===== src/rtl/ib_pc_seq_if.sv =====
// PC sequencer control/status bundle: per-cycle op request in, registered PC and stack flags out.
// Single-cycle sampling; stall is the only backpressure and freezes the sequencer.
interface ib_pc_seq_if #(
  parameter int AWIDTH = 6
);
  logic              stall;
  logic [2:0]        op;
  logic [AWIDTH-1:0] addr;
  logic [AWIDTH-1:0] offset;
  logic [AWIDTH-1:0] addr_out;
  logic              redirect;
  logic              ras_empty;
  logic              ras_full;
  logic              ras_ovf;
  logic              ras_unf;

  modport master (
    output stall, op, addr, offset,
    input  addr_out, redirect, ras_empty, ras_full, ras_ovf, ras_unf
  );

  modport slave (
    input  stall, op, addr, offset,
    output addr_out, redirect, ras_empty, ras_full, ras_ovf, ras_unf
  );
endinterface


===== src/rtl/ib_pc_seq.sv =====
// Program counter with step/branch/jump and call/return stack; one-cycle registered update, no input-to-output path.
// Backpressure: stall holds every register, including redirect and the stack.
module ib_pc_seq #(
  parameter int AWIDTH     = 6,
  parameter int STEP       = 1,
  parameter int RESET_ADDR = 0,
  parameter int RAS_DEPTH  = 4
) (
  input  logic       clk,
  input  logic       rst,
  ib_pc_seq_if.slave pc
);

  localparam int PW = (RAS_DEPTH > 1) ? $clog2(RAS_DEPTH) : 1;
  localparam int CW = $clog2(RAS_DEPTH + 1);

  localparam logic [AWIDTH-1:0] STEP_V  = AWIDTH'(STEP);
  localparam logic [AWIDTH-1:0] RST_V   = AWIDTH'(RESET_ADDR);
  localparam logic [PW-1:0]     TOP_MAX = PW'(RAS_DEPTH - 1);
  localparam logic [CW-1:0]     CNT_MAX = CW'(RAS_DEPTH);

  typedef enum logic [2:0] {
    OP_SEQ    = 3'b000,
    OP_BRANCH = 3'b001,
    OP_JUMP   = 3'b010,
    OP_CALL   = 3'b011,
    OP_RET    = 3'b100
  } op_e;

  logic [AWIDTH-1:0] pc_q, pc_nxt, seq_pc;
  logic              redir_q, redir_nxt;
  logic [PW-1:0]     top_q, top_nxt, top_inc, top_dec;
  logic [CW-1:0]     cnt_q, cnt_nxt;
  logic              ovf_q, ovf_nxt, unf_q, unf_nxt;
  logic              push, pop, empty, full;
  logic [AWIDTH-1:0] ras_mem [RAS_DEPTH];

  assign seq_pc  = pc_q + STEP_V;
  assign empty   = (cnt_q == '0);
  assign full    = (cnt_q == CNT_MAX);
  assign top_inc = (top_q == TOP_MAX) ? '0 : top_q + PW'(1);
  assign top_dec = (top_q == '0) ? TOP_MAX : top_q - PW'(1);

  always_comb begin
    pc_nxt    = seq_pc;
    redir_nxt = 1'b0;
    push      = 1'b0;
    pop       = 1'b0;
    ovf_nxt   = ovf_q;
    unf_nxt   = unf_q;
    case (pc.op)
      OP_BRANCH: begin
        pc_nxt    = pc_q + pc.offset;
        redir_nxt = 1'b1;
      end
      OP_JUMP: begin
        pc_nxt    = pc.addr;
        redir_nxt = 1'b1;
      end
      OP_CALL: begin
        pc_nxt    = pc.addr;
        redir_nxt = 1'b1;
        push      = 1'b1;
        if (full) ovf_nxt = 1'b1;
      end
      OP_RET: begin
        // An empty-stack return degrades to a sequential step.
        if (empty) begin
          unf_nxt = 1'b1;
        end else begin
          pc_nxt    = ras_mem[top_q];
          redir_nxt = 1'b1;
          pop       = 1'b1;
        end
      end
      default: ;
    endcase
  end

  // A push on a full stack advances top onto the oldest slot, overwriting it.
  always_comb begin
    top_nxt = top_q;
    cnt_nxt = cnt_q;
    if (push) begin
      top_nxt = top_inc;
      if (!full) cnt_nxt = cnt_q + CW'(1);
    end else if (pop) begin
      top_nxt = top_dec;
      cnt_nxt = cnt_q - CW'(1);
    end
  end

  always_ff @(posedge clk) begin
    if (!rst) begin
      pc_q    <= RST_V;
      redir_q <= 1'b0;
      top_q   <= '0;
      cnt_q   <= '0;
      ovf_q   <= 1'b0;
      unf_q   <= 1'b0;
    end else if (!pc.stall) begin
      pc_q    <= pc_nxt;
      redir_q <= redir_nxt;
      top_q   <= top_nxt;
      cnt_q   <= cnt_nxt;
      ovf_q   <= ovf_nxt;
      unf_q   <= unf_nxt;
    end
  end

  always_ff @(posedge clk) begin
    if (rst && !pc.stall && push) ras_mem[top_inc] <= seq_pc;
  end

  assign pc.addr_out  = pc_q;
  assign pc.redirect  = redir_q;
  assign pc.ras_empty = empty;
  assign pc.ras_full  = full;
  assign pc.ras_ovf   = ovf_q;
  assign pc.ras_unf   = unf_q;

endmodule


===== src/flat_wrapper.sv =====
// flat-port wrapper written by rule: the top's interface ports become plain ports
module ib_pc_seq_flat 
#(
  parameter int AWIDTH     = 6,
  parameter int STEP       = 1,
  parameter int RESET_ADDR = 0,
  parameter int RAS_DEPTH  = 4
)
  (clk, rst, pc_stall, pc_op, pc_addr, pc_offset, pc_addr_out, pc_redirect, pc_ras_empty, pc_ras_full, pc_ras_ovf, pc_ras_unf);
  ib_pc_seq_if #(.AWIDTH(AWIDTH)) pc_i ();
  input  logic clk;
  input  logic rst;
  input wire logic [$bits(pc_i.stall)-1:0] pc_stall;
  input wire logic [$bits(pc_i.op)-1:0] pc_op;
  input wire logic [$bits(pc_i.addr)-1:0] pc_addr;
  input wire logic [$bits(pc_i.offset)-1:0] pc_offset;
  output wire logic [$bits(pc_i.addr_out)-1:0] pc_addr_out;
  output wire logic [$bits(pc_i.redirect)-1:0] pc_redirect;
  output wire logic [$bits(pc_i.ras_empty)-1:0] pc_ras_empty;
  output wire logic [$bits(pc_i.ras_full)-1:0] pc_ras_full;
  output wire logic [$bits(pc_i.ras_ovf)-1:0] pc_ras_ovf;
  output wire logic [$bits(pc_i.ras_unf)-1:0] pc_ras_unf;
  assign pc_i.stall = pc_stall;
  assign pc_i.op = pc_op;
  assign pc_i.addr = pc_addr;
  assign pc_i.offset = pc_offset;
  assign pc_addr_out = pc_i.addr_out;
  assign pc_redirect = pc_i.redirect;
  assign pc_ras_empty = pc_i.ras_empty;
  assign pc_ras_full = pc_i.ras_full;
  assign pc_ras_ovf = pc_i.ras_ovf;
  assign pc_ras_unf = pc_i.ras_unf;
  ib_pc_seq #(.AWIDTH(AWIDTH), .STEP(STEP), .RESET_ADDR(RESET_ADDR), .RAS_DEPTH(RAS_DEPTH)) u_core (.clk(clk), .rst(rst), .pc(pc_i));
endmodule

===== config.mk =====
export PLATFORM = sky130hd
export DESIGN_NAME = ib_pc_seq_flat
export DESIGN_NICKNAME = d
export VERILOG_FILES = /design/src/rtl/ib_pc_seq_if.sv /design/src/rtl/ib_pc_seq.sv /design/src/flat_wrapper.sv
export SDC_FILE = /design/constraint.sdc
export NUM_CORES = 1
export LEC_CHECK = 0
export ABC_AREA = 1
export BUFFER_PORTS_ARGS = -buffer_cell sky130_fd_sc_hd__buf_2
export CORE_MARGIN = 4
export CORE_UTILIZATION = 45
export CTS_BUF_LIST = sky130_fd_sc_hd__clkbuf_4 sky130_fd_sc_hd__clkbuf_8 sky130_fd_sc_hd__clkbuf_16
export DETAILED_ROUTE_END_ITERATION = 7
export GPL_TIMING_DRIVEN = 0
export SLEW_MARGIN = 20
export SYNTH_ARGS = -nofsm -noshare
export SYNTH_HDL_FRONTEND = slang
export SYNTH_SLANG_ARGS = --single-unit

===== constraint.sdc =====
create_clock -name clk -period 2.3 [get_ports clk]
set_clock_uncertainty 0.15 [all_clocks]
set_input_delay 0.115 -clock clk [delete_from_list [all_inputs] [get_ports clk]]
set_output_delay 0.115 -clock clk [all_outputs]
set_load 0.02 [all_outputs]

==> results of run 1 <==
-- cell usage after synthesis (2+ instances only) --
| library cell | count |
|---|---|
| nand2_1 | 64 |
| nor2_1 | 39 |
| inv_1 | 33 |
| nand3_1 | 29 |
| edfxtp_1 | 24 |
| o21ai_0 | 20 |
| dfxtp_1 | 16 |
| ha_1 | 11 |
| a21oi_1 | 8 |
| a31oi_1 | 3 |
| nand2_2 | 3 |
| nand3b_1 | 3 |
| xnor2_1 | 3 |
| buf_2 | 2 |
| fa_1 | 2 |
| inv_2 | 2 |
-- report_power, final --
group          switching [mW]  leakage, nW  internal (mW)  total, mW
sequential             0.0260        0.348          0.782      0.808
clock                   0.260       0.0558          0.322      0.581
combinational           0.147        0.724         0.0867      0.234
total                   0.433         1.13           1.19       1.62
-- worst register-to-register path: stages (launching register included) --
cell,delay [ns]
dfxtp_1,0.40
ha_1,0.29
fa_1,0.41
or2_2,0.29
nand3_1,0.08
nand3_1,0.07
nor2_1,0.09
nor2_1,0.04
-- final cells by class --
| type | count | area, um^2 | share of cell area [%] |
|---|---|---|---|
| Timing Repair Buffer | 29 | 150 | 5.93 |
| Sequential cell | 40 | 1040 | 41.1 |
| Buffer | 4 | 18.8 | 0.741 |
| Inverter | 36 | 135 | 5.33 |
| Multi-Input combinational cell | 192 | 993 | 39.2 |
| Clock buffer | 5 | 68.8 | 2.72 |
| Tap cell | 67 | 83.8 | 3.31 |
| Clock inverter | 3 | 42.5 | 1.68 |
-- cell families after synthesis --
logic type / after synthesis
XOR/XNOR: 4
adder cells (fa/ha/maj): 13
AND/OR/NAND/NOR: 144
buffers and inverters: 40
flip-flops: 40
AO/OA/AOI/OAI: 31
-- state kept, by name (all words and copies together), names as in the netlist, named ones only --
signal	flops
u_core.pc.ras_ovf	1
u_core.pc.ras_unf	1
u_core.pc.redirect	1
u_core.ras_mem	24
u_core.pc.addr_out	6
u_core.top_q	2
u_core.cnt_q	3
-- per-layer routing --
| layer | up-vias | GRT usage (%) |
|---|---|---|
| met2 | 35 | 27.0 |
| met1 | 814 | 22.6 |
| met5 | - | 0 |
| met4 | 0 | 6.41 |
| li1 | 952 | - |
| met3 | 7 | 3.25 |
-- stage by stage --
| step | total power, mW | worst slack, ns |
|---|---|---|
| detailed placement | 1.06 | 0.193 |
| floorplan | 0.981 | 0.449 |
| global placement | 1.06 | 0.218 |
| CTS | 1.63 | 0.346 |
| global route | 1.70 | 0.234 |
| finish | 1.62 | 0.366 |
-- worst paths after layout --
path	slack, ns	cells after the start	to	startpoint
setup / recovery	0.37	7	u_core.pc.addr_out[2]	u_core.pc.addr_out[0]
hold / removal	0.009	5	u_core.pc.addr_out[4]	pc_addr[4]
setup reg to reg	0.37	7	u_core.pc.addr_out[2]	u_core.pc.addr_out[0]
hold reg to reg	0.34	2	u_core.pc.ras_ovf	u_core.pc.ras_ovf
-- timing repair --
| item | 4_1_cts | 5_1_grt |
|---|---|---|
| hold endpoints to repair | 1 | 0 |
| hold buffers | 1 | 0 |
| buffers inserted | 0 | 0 |
| resized for setup | 0 | 0 |
==> flow_metrics.env, run 1 <==
export IMPL_status="complete, no violations"
export IMPL_slew_headroom_pct=55.4
export IMPL_yosysWarnings=0
export IMPL_hold_violations=0
export IMPL_yosysTopAreaCellShare_pct=32.9
export IMPL_gp_congestion=0.823
export IMPL_fin_cells=376
export IMPL_grt_usage_pct=16.9
export IMPL_synth_edf_count=24
export IMPL_numCtsBuffers=5
export IMPL_period_share_pct=84.1
export IMPL_start_util_pct=46.3
export IMPL_max_stage_delay_ns=0.41
export IMPL_peakVddDrop_mv=0.362
export IMPL_cp_data_arrival_time_ns=1.97
export IMPL_slew_viol_final=0
export IMPL_syn_inst=272
export IMPL_avgRoutedWirePerCell_um=12.6
export IMPL_layout_commonest_cell="nand2_1"
export IMPL_htree_levels=2
export IMPL_antennaDiodeCount=0
export IMPL_die_w_um=77.7
export IMPL_synth_seq_area_share_pct=47.6
export IMPL_required_ns=2.34
export IMPL_hold_class="in2reg"
export IMPL_synthDistinctLibCells=26
export IMPL_path_buf_inv=0
export IMPL_path_clk_slew_ns=0.08
export IMPL_worst_setup_path_type="reg2reg"
export IMPL_clockRootBuffer="clkbuf_8"
export IMPL_cp_top_family="adder cells"
export IMPL_fin_nets=339
export IMPL_synth_cell_area_um2=2190
export IMPL_ant_nets=0
export IMPL_drive_gt1_share_pct=15.5
export IMPL_die_h_um=77.7
export IMPL_place_inst=367
export IMPL_num_rows=25
export IMPL_synth_area_mux_share_pct=0
export IMPL_postSynthNetCount=303
export IMPL_worstMarginPinSlew_ns=0.666
export IMPL_dr_max_layer_used="met4"
export IMPL_core_um2=4720
export IMPL_vias_per_cell=4.81
export IMPL_dp_hpwl_mm=3.58
export IMPL_fin_crit_ns=1.93
export IMPL_setup_tns_ns=0
export IMPL_grt_start_max_net_pins=14
export IMPL_grt_overflow_total=0
export IMPL_rsz0062_at_grt="no"
export IMPL_grt_pass1_vias=1787
export IMPL_cts_tree="done"
export IMPL_synth_seq_cells=40
export IMPL_syn_to_final_growth_pct=15.8
export IMPL_end_kind="flop"
export IMPL_p_leak_nw=1.13
export IMPL_fmax_mhz=517
export IMPL_io_pins=29
export IMPL_antenna_found_initial=0
export IMPL_yosys_area_share_simple_pct=28.4
export IMPL_layout_common_cells="64 x nand2_1, 39 x nor2_1, 33 x inv_1"
export IMPL_worstSkewPairLatency_ns=0.29
export IMPL_cp_start_kind="flop"
export IMPL_utilization_pct=53.6
export IMPL_async_flop_share_pct=0
export IMPL_clock_sinks=40
export IMPL_crit_chain="ha_1, fa_1, or2_2, nand3_1, nand3_1, nor2_1, nor2_1"
export IMPL_p_per_area_nw_per_um2=641
export IMPL_drt_met1_wl_mm=2.30
export IMPL_setup_viol=0
export IMPL_yosys_area_share_adder_pct=8.12
export IMPL_synth_main_ff_cell="edfxtp_1"
export IMPL_clockBufferDepth=2
export IMPL_avgSynthCellArea_um2=8.05
export IMPL_cp_max_fo=7
export IMPL_dr_wl_met2_mm=2.17
export IMPL_drc=0
export IMPL_postRouteWirelength_mm=4.74
export IMPL_place_port_buffers=28
export IMPL_nFillCells=459
export IMPL_synth_area_leaders="edfxtp_1 33%, dfxtp_1 15%, nand2_1 11%, nor2_1 6.7%, nand3_1 6.6%"
export IMPL_placed_area_um2=2410
export IMPL_synthXorXnorAreaFrac_pct=1.60
export IMPL_critPathSlowestCell="fa_1"
export IMPL_synth_largest_area_cell="edfxtp_1"
export IMPL_vias=1808
export IMPL_die_area_um2=6040
export IMPL_first_pass_iters=4
export IMPL_drtIter0Drc=72
export IMPL_whs_ns=0.00899
export IMPL_wl_met3_um=207
export IMPL_finalInstanceArea_um2=2530
export IMPL_maxCapViolCount=0
export IMPL_grt_pass1_wl_mm=8.09
export IMPL_synth_compound_area_share_pct=7.26
export IMPL_synth_top_family_by_area="simple AND/OR/NAND/NOR gates"
Note: power is estimated with default switching activity, not from simulation.
==> inputs of run 2 (changes only) <==
==> constraint.sdc (replaced) <==
create_clock -name clk -period 1.9 [get_ports clk]
set_clock_uncertainty 0.15 [all_clocks]
set_input_delay 0.095 -clock clk [delete_from_list [all_inputs] [get_ports clk]]
set_output_delay 0.095 -clock clk [all_outputs]
set_load 0.02 [all_outputs]
==> run 2 against run 1 <==
Against the previous run:
- the flow now finishes with violations (negative hold slack)
- cell area up 1.1%
- first-iteration DRC count fell by 2.8%
- final cell count rose by 0.53%
==> flow_metrics.env, run 2 (synthesized netlist as in run 1, its figures left out) <==
export IMPL_syn_to_final_growth_pct=17.1
export IMPL_whs_ns=-0.00364
export IMPL_fin_nets=341
export IMPL_worstSkewPairLatency_ns=0.29
export IMPL_nFillCells=454
export IMPL_max_stage_delay_ns=0.37
export IMPL_vias_per_cell=4.80
export IMPL_ant_nets=0
export IMPL_fin_crit_ns=1.78
export IMPL_clock_sinks=40
export IMPL_die_h_um=77.7
export IMPL_first_pass_iters=4
export IMPL_layout_commonest_cell="nand2_1"
export IMPL_rsz0062_at_grt="no"
export IMPL_path_clk_slew_ns=0.09
export IMPL_worst_setup_path_type="reg2reg"
export IMPL_cts_tree="done"
export IMPL_cp_top_family="adder cells"
export IMPL_grt_overflow_total=0
export IMPL_io_pins=29
export IMPL_cp_start_kind="flop"
export IMPL_violations="negative hold slack"
export IMPL_period_share_pct=93.9
export IMPL_largest_reg_flops=24
export IMPL_cp_max_fo=7
export IMPL_drtIter0Drc=70
export IMPL_drive_gt1_share_pct=16.7
export IMPL_cp_data_arrival_time_ns=1.82
export IMPL_grt_usage_pct=17.0
export IMPL_num_rows=25
export IMPL_finalInstanceArea_um2=2560
export IMPL_top_register="u_core.ras_mem"
export IMPL_drc=0
export IMPL_core_um2=4720
export IMPL_clockRootBuffer="clkbuf_8"
export IMPL_crit_chain="ha_2, fa_2, or2_2, nand3_1, nand3_1, nor2_1, nor2_1"
export IMPL_die_w_um=77.7
export IMPL_slew_viol_final=0
export IMPL_dp_hpwl_mm=3.58
export IMPL_p_per_area_nw_per_um2=769
export IMPL_postRouteWirelength_mm=4.75
export IMPL_numCtsBuffers=5
export IMPL_start_util_pct=46.3
export IMPL_placed_area_um2=2410
export IMPL_slew_headroom_pct=57.9
export IMPL_layout_common_cells="64 x nand2_1, 38 x nor2_1, 33 x inv_1"
export IMPL_die_area_um2=6040
export IMPL_path_buf_inv=0
export IMPL_p_total_mw=1.97
export IMPL_antenna_found_initial=0
export IMPL_critPathSlowestCell="dfxtp_2"
export IMPL_status="finished with violations"
export IMPL_avgRoutedWirePerCell_um=12.6
export IMPL_setup_viol=0
export IMPL_worstMarginPinSlew_ns=0.629
export IMPL_p_leak_nw=1.13
export IMPL_htree_levels=2
export IMPL_peakVddDrop_mv=0.439
export IMPL_grt_start_max_net_pins=14
export IMPL_hold_violations=1
export IMPL_fmax_mhz=561
export IMPL_gp_congestion=0.823
export IMPL_required_ns=1.94
export IMPL_maxCapViolCount=0
export IMPL_hold_class="in2reg"
export IMPL_grt_pass1_wl_mm=8.12
export IMPL_vias=1815
export IMPL_place_port_buffers=28
export IMPL_post_cts_buffers=0
export IMPL_clockBufferDepth=2
export IMPL_antennaDiodeCount=0
export IMPL_grt_pass1_vias=1793
export IMPL_end_kind="flop"
[run 2: cell count changes in the layout (fill, tap and decap cells not counted)]
| cell | change |
|---|---|
| dlygate4sd3_1 | +2 |
| dfxtp_1 | -1 |
| dfxtp_2 | +1 |
| fa_1 | -1 |
| fa_2 | +1 |
| ha_1 | -1 |
| ha_2 | +1 |
| nor2_1 | -1 |
| nor2_2 | +1 |
[run 2: cell type report]
class	instances	area [um^2]	area share (%)
inverter	36	135	5.27
multi-input combinational	192	1000	39.1
tap	67	83.8	3.27
clock buffer	5	68.8	2.69
sequential	40	1040	40.7
timing repair buffer	31	170	6.64
clock inverter	3	42.5	1.66
buffer	4	18.8	0.732
[run 2: final timing paths]
check,slack [ns],startpoint,cells past startpoint,to
min reg2reg,0.34,u_core.pc.ras_ovf,2,u_core.pc.ras_ovf
min,-0.004,pc_addr[1],5,u_core.pc.addr_out[1]
max,0.12,u_core.pc.addr_out[0],7,u_core.pc.addr_out[2]
max reg2reg,0.12,u_core.pc.addr_out[0],7,u_core.pc.addr_out[2]
[run 2: tightest hold or removal path: cells and delay by family]
kind	cells	cell delay [ns]
buffers and inverters	1	0.08
and+or+nand+nor	4	0.23
[run 2: metal layers]
layer / global-route usage (%) / up-vias / part of all wire (%)
met5: 0 / - / 0
met4: 6.41 / 0 / 1.3
met3: 3.13 / 7 / 3.2
met2: 27.1 / 28 / 46
met1: 22.8 / 824 / 49
li1: - / 956 / -
[run 2: power by group]
part           switching [mW]  total (mW)  internal (mW)
registers              0.0315       0.979          0.948
clock network           0.315       0.704          0.389
logic                   0.179       0.288          0.109
[run 2: per-stage QoR]
stage / cells / TNS (ns) / utilization [%] / setup WS [ns]
floorplan: 272 / 0 / - / 0.0487
global placement: 367 / -2.70 / 51.1 / -0.162
detailed placement: 367 / -3.29 / 51.1 / -0.187
CTS: 378 / 0 / 54.1 / 0.000603
global route: 378 / 0 / 54.3 / 0.00217
finish: 378 / 0 / 54.3 / 0.116
[run 2: timing repair]
action | CTS | global route
hold endpoints to repair | 3 | 0
hold buffers | 3 | 0
gates resized for setup | 1 | 3
endpoints found under the setup margin | 1 | 8
==> inputs of run 3 (changes only) <==
--- a/config.mk
+++ b/config.mk
@@ -8,10 +8,12 @@
 export ABC_AREA = 1
 export BUFFER_PORTS_ARGS = -buffer_cell sky130_fd_sc_hd__buf_2
 export CORE_MARGIN = 4
-export CORE_UTILIZATION = 45
+export CORE_UTILIZATION = 57
 export CTS_BUF_LIST = sky130_fd_sc_hd__clkbuf_4 sky130_fd_sc_hd__clkbuf_8 sky130_fd_sc_hd__clkbuf_16
 export DETAILED_ROUTE_END_ITERATION = 7
 export GPL_TIMING_DRIVEN = 0
+export MAX_ROUTING_LAYER = met4
+export PLACE_DENSITY = 0.79
 export SLEW_MARGIN = 20
 export SYNTH_ARGS = -nofsm -noshare
 export SYNTH_HDL_FRONTEND = slang
==> run 3 against run 2 <==
Against the previous run:
- the run now ends clean
- non-clock buffer count stayed put
- combinational power is essentially flat
- die area shrank 19%
- highest routed layer unchanged
- global-route usage is 2.7 points higher
- wire length fell by 5.7%
- fmax about the same
- flip-flop and latch count did not move
- register-to-register slack about the same
- clock power down 23%
- largest cell class unchanged
- critical endpoint unchanged
- setup slack hardly changed
- first-iteration DRC count increased by 77%
- cell area down 2.0%
==> flow_metrics.env, run 3 (synthesized netlist as in run 1, its figures left out) <==
export IMPL_period_share_pct=93.9
export IMPL_gp_congestion=0.851
export IMPL_required_ns=1.94
export IMPL_drtIter0Drc=124
export IMPL_path_buf_inv=0
export IMPL_p_per_area_nw_per_um2=718
export IMPL_r2r_start="u_core.pc.addr_out[0]"
export IMPL_top_register="u_core.ras_mem"
export IMPL_syn_to_final_growth_pct=14.8
export IMPL_die_area_um2=4890
export IMPL_hold_violations=0
export IMPL_largest_reg_flops=24
export IMPL_peakVddDrop_mv=0.508
export IMPL_grt_pass1_wl_mm=7.45
export IMPL_grt_start_max_net_pins=14
export IMPL_fin_nets=341
export IMPL_setup_tns_ns=0
export IMPL_slew_headroom_pct=61.0
export IMPL_max_stage_delay_ns=0.37
export IMPL_avgRoutedWirePerCell_um=12.5
export IMPL_finalInstanceArea_um2=2510
export IMPL_cp_start_kind="flop"
export IMPL_cp_top_family="simple AND/OR/NAND/NOR gates"
export IMPL_grt_pass1_vias=1711
export IMPL_drive_gt1_share_pct=16.4
export IMPL_critPathSlowestCell="dfxtp_2"
export IMPL_cp_data_arrival_time_ns=1.82
export IMPL_num_rows=22
export IMPL_core_um2=3690
export IMPL_slew_viol_final=0
export IMPL_fin_crit_ns=1.78
export IMPL_cp_max_fo=7
export IMPL_end_kind="flop"
export IMPL_postRouteWirelength_mm=4.47
export IMPL_first_pass_iters=4
export IMPL_dp_hpwl_mm=3.38
export IMPL_layout_common_cells="64 x nand2_1, 39 x nor2_1, 33 x inv_1"
export IMPL_nFillCells=320
export IMPL_setup_viol=0
export IMPL_layout_commonest_cell="nand2_1"
export IMPL_worst_setup_path_type="reg2reg"
export IMPL_post_cts_buffers=0
export IMPL_min_to="u_core.pc.addr_out[2]"
export IMPL_antennaDiodeCount=0
export IMPL_numCtsBuffers=5
export IMPL_reg2regPathDepth=7
export IMPL_htree_levels=2
export IMPL_hold_path_depth=5
export IMPL_p_leak_nw=1.12
export IMPL_path_clk_slew_ns=0.08
export IMPL_worst_r2r_endpoint="u_core.pc.addr_out[2]"
export IMPL_status="complete, no violations"
export IMPL_worstSkewPairLatency_ns=0.29
export IMPL_drc=0
export IMPL_min_delay_start="pc_addr[2]"
export IMPL_clockBufferDepth=2
export IMPL_placed_area_um2=2390
export IMPL_clockRootBuffer="clkbuf_8"
export IMPL_hold_class="in2reg"
export IMPL_fmax_mhz=561
export IMPL_antenna_found_initial=0
export IMPL_start_util_pct=59.3
export IMPL_ant_nets=0
export IMPL_crit_chain="ha_2, fa_2, or2_2, nand3_1, nand3_1, nor2_1, nor2_1"
export IMPL_whs_ns=0.0346
export IMPL_worstMarginPinSlew_ns=0.583
export IMPL_rsz0062_at_grt="no"
export IMPL_place_port_buffers=28
export IMPL_vias=1828
export IMPL_regToRegSetupSlack_ns=0.12
export IMPL_grt_usage_pct=19.7
export IMPL_die_h_um=70.0
export IMPL_grt_overflow_total=0
export IMPL_io_pins=29
export IMPL_cts_tree="done"
export IMPL_die_w_um=70.0
export IMPL_maxCapViolCount=0
export IMPL_clock_sinks=40
export IMPL_vias_per_cell=5.09
-- run 3: cell type report --
| cell class | count | area [um^2] | area share, % |
|---|---|---|---|
| buffer | 4 | 18.8 | 0.747 |
| clock buffer | 5 | 68.8 | 2.74 |
| clock inverter | 3 | 18.8 | 0.747 |
| inverter | 36 | 135 | 5.38 |
| multi-input combinational | 192 | 998 | 39.7 |
| sequential | 40 | 1040 | 41.5 |
| tap | 48 | 60.1 | 2.39 |
| timing repair buffer | 31 | 170 | 6.77 |
-- run 3: layer usage --
metal | GRT usage, % | up-vias | part of all wire (%) | routed length (um)
li1 | - | 959 | - | -
met1 | 25.3 | 819 | 46 | 2050
met2 | 31.4 | 41 | 48 | 2160
met3 | 4.32 | 9 | 4.5 | 203
met4 | 5.53 | 0 | 1.4 | 62
met5 | - | - | 0 | 0
-- run 3: timing repair --
item                                    in CTS  in global routing
endpoints found under the hold margin        3                  0
resized for setup                            1                  2
endpoints found under the setup margin       1                  2
hold buffers                                 3                  0
-- run 3: worst max path at each step --
stage	end	startpoint	slack, ns	cells past startpoint
final	u_core.pc.addr_out[2]	u_core.pc.addr_out[0]	0.12	7
after global routing	u_core.pc.addr_out[2]	u_core.pc.addr_out[0]	0.05	7
after CTS	u_core.pc.addr_out[2]	u_core.pc.addr_out[0]	0.009	7
after detailed placement	u_core.ras_mem[1][4]	pc_stall	-0.14	5
after global placement	u_core.ras_mem[1][5]	pc_stall	-0.13	5
after floorplan	u_core.pc.addr_out[2]	u_core.pc.addr_out[0]	0.05	7
-- run 3: worst register-to-register path: stages, from the launching register on --
cell and delay [ns]:
dfxtp_2 0.37, ha_2 0.22, fa_2 0.35, or2_2 0.28, nand3_1 0.09, nand3_1 0.08, nor2_1 0.10, nor2_1 0.05
-- run 3: report_power, final --
| part | switching (mW) | internal [mW] |
|---|---|---|
| sequential | 0.0311 | 0.948 |
| combinational | 0.178 | 0.109 |
| clock | 0.286 | 0.253 |
| total | 0.495 | 1.31 |
-- run 3: metrics by stage --
step / setup WS, ns / total power, mW / util (%) / instances
after floorplan: 0.0487 / 1.19 / - / 272
after global placement: -0.128 / 1.27 / 64.8 / 348
after detailed placement: -0.142 / 1.28 / 64.8 / 348
after CTS: 0.00905 / 1.81 / 68.0 / 359
after global routing: 0.0491 / 1.92 / 68.1 / 359
final: 0.117 / 1.80 / 68.1 / 359
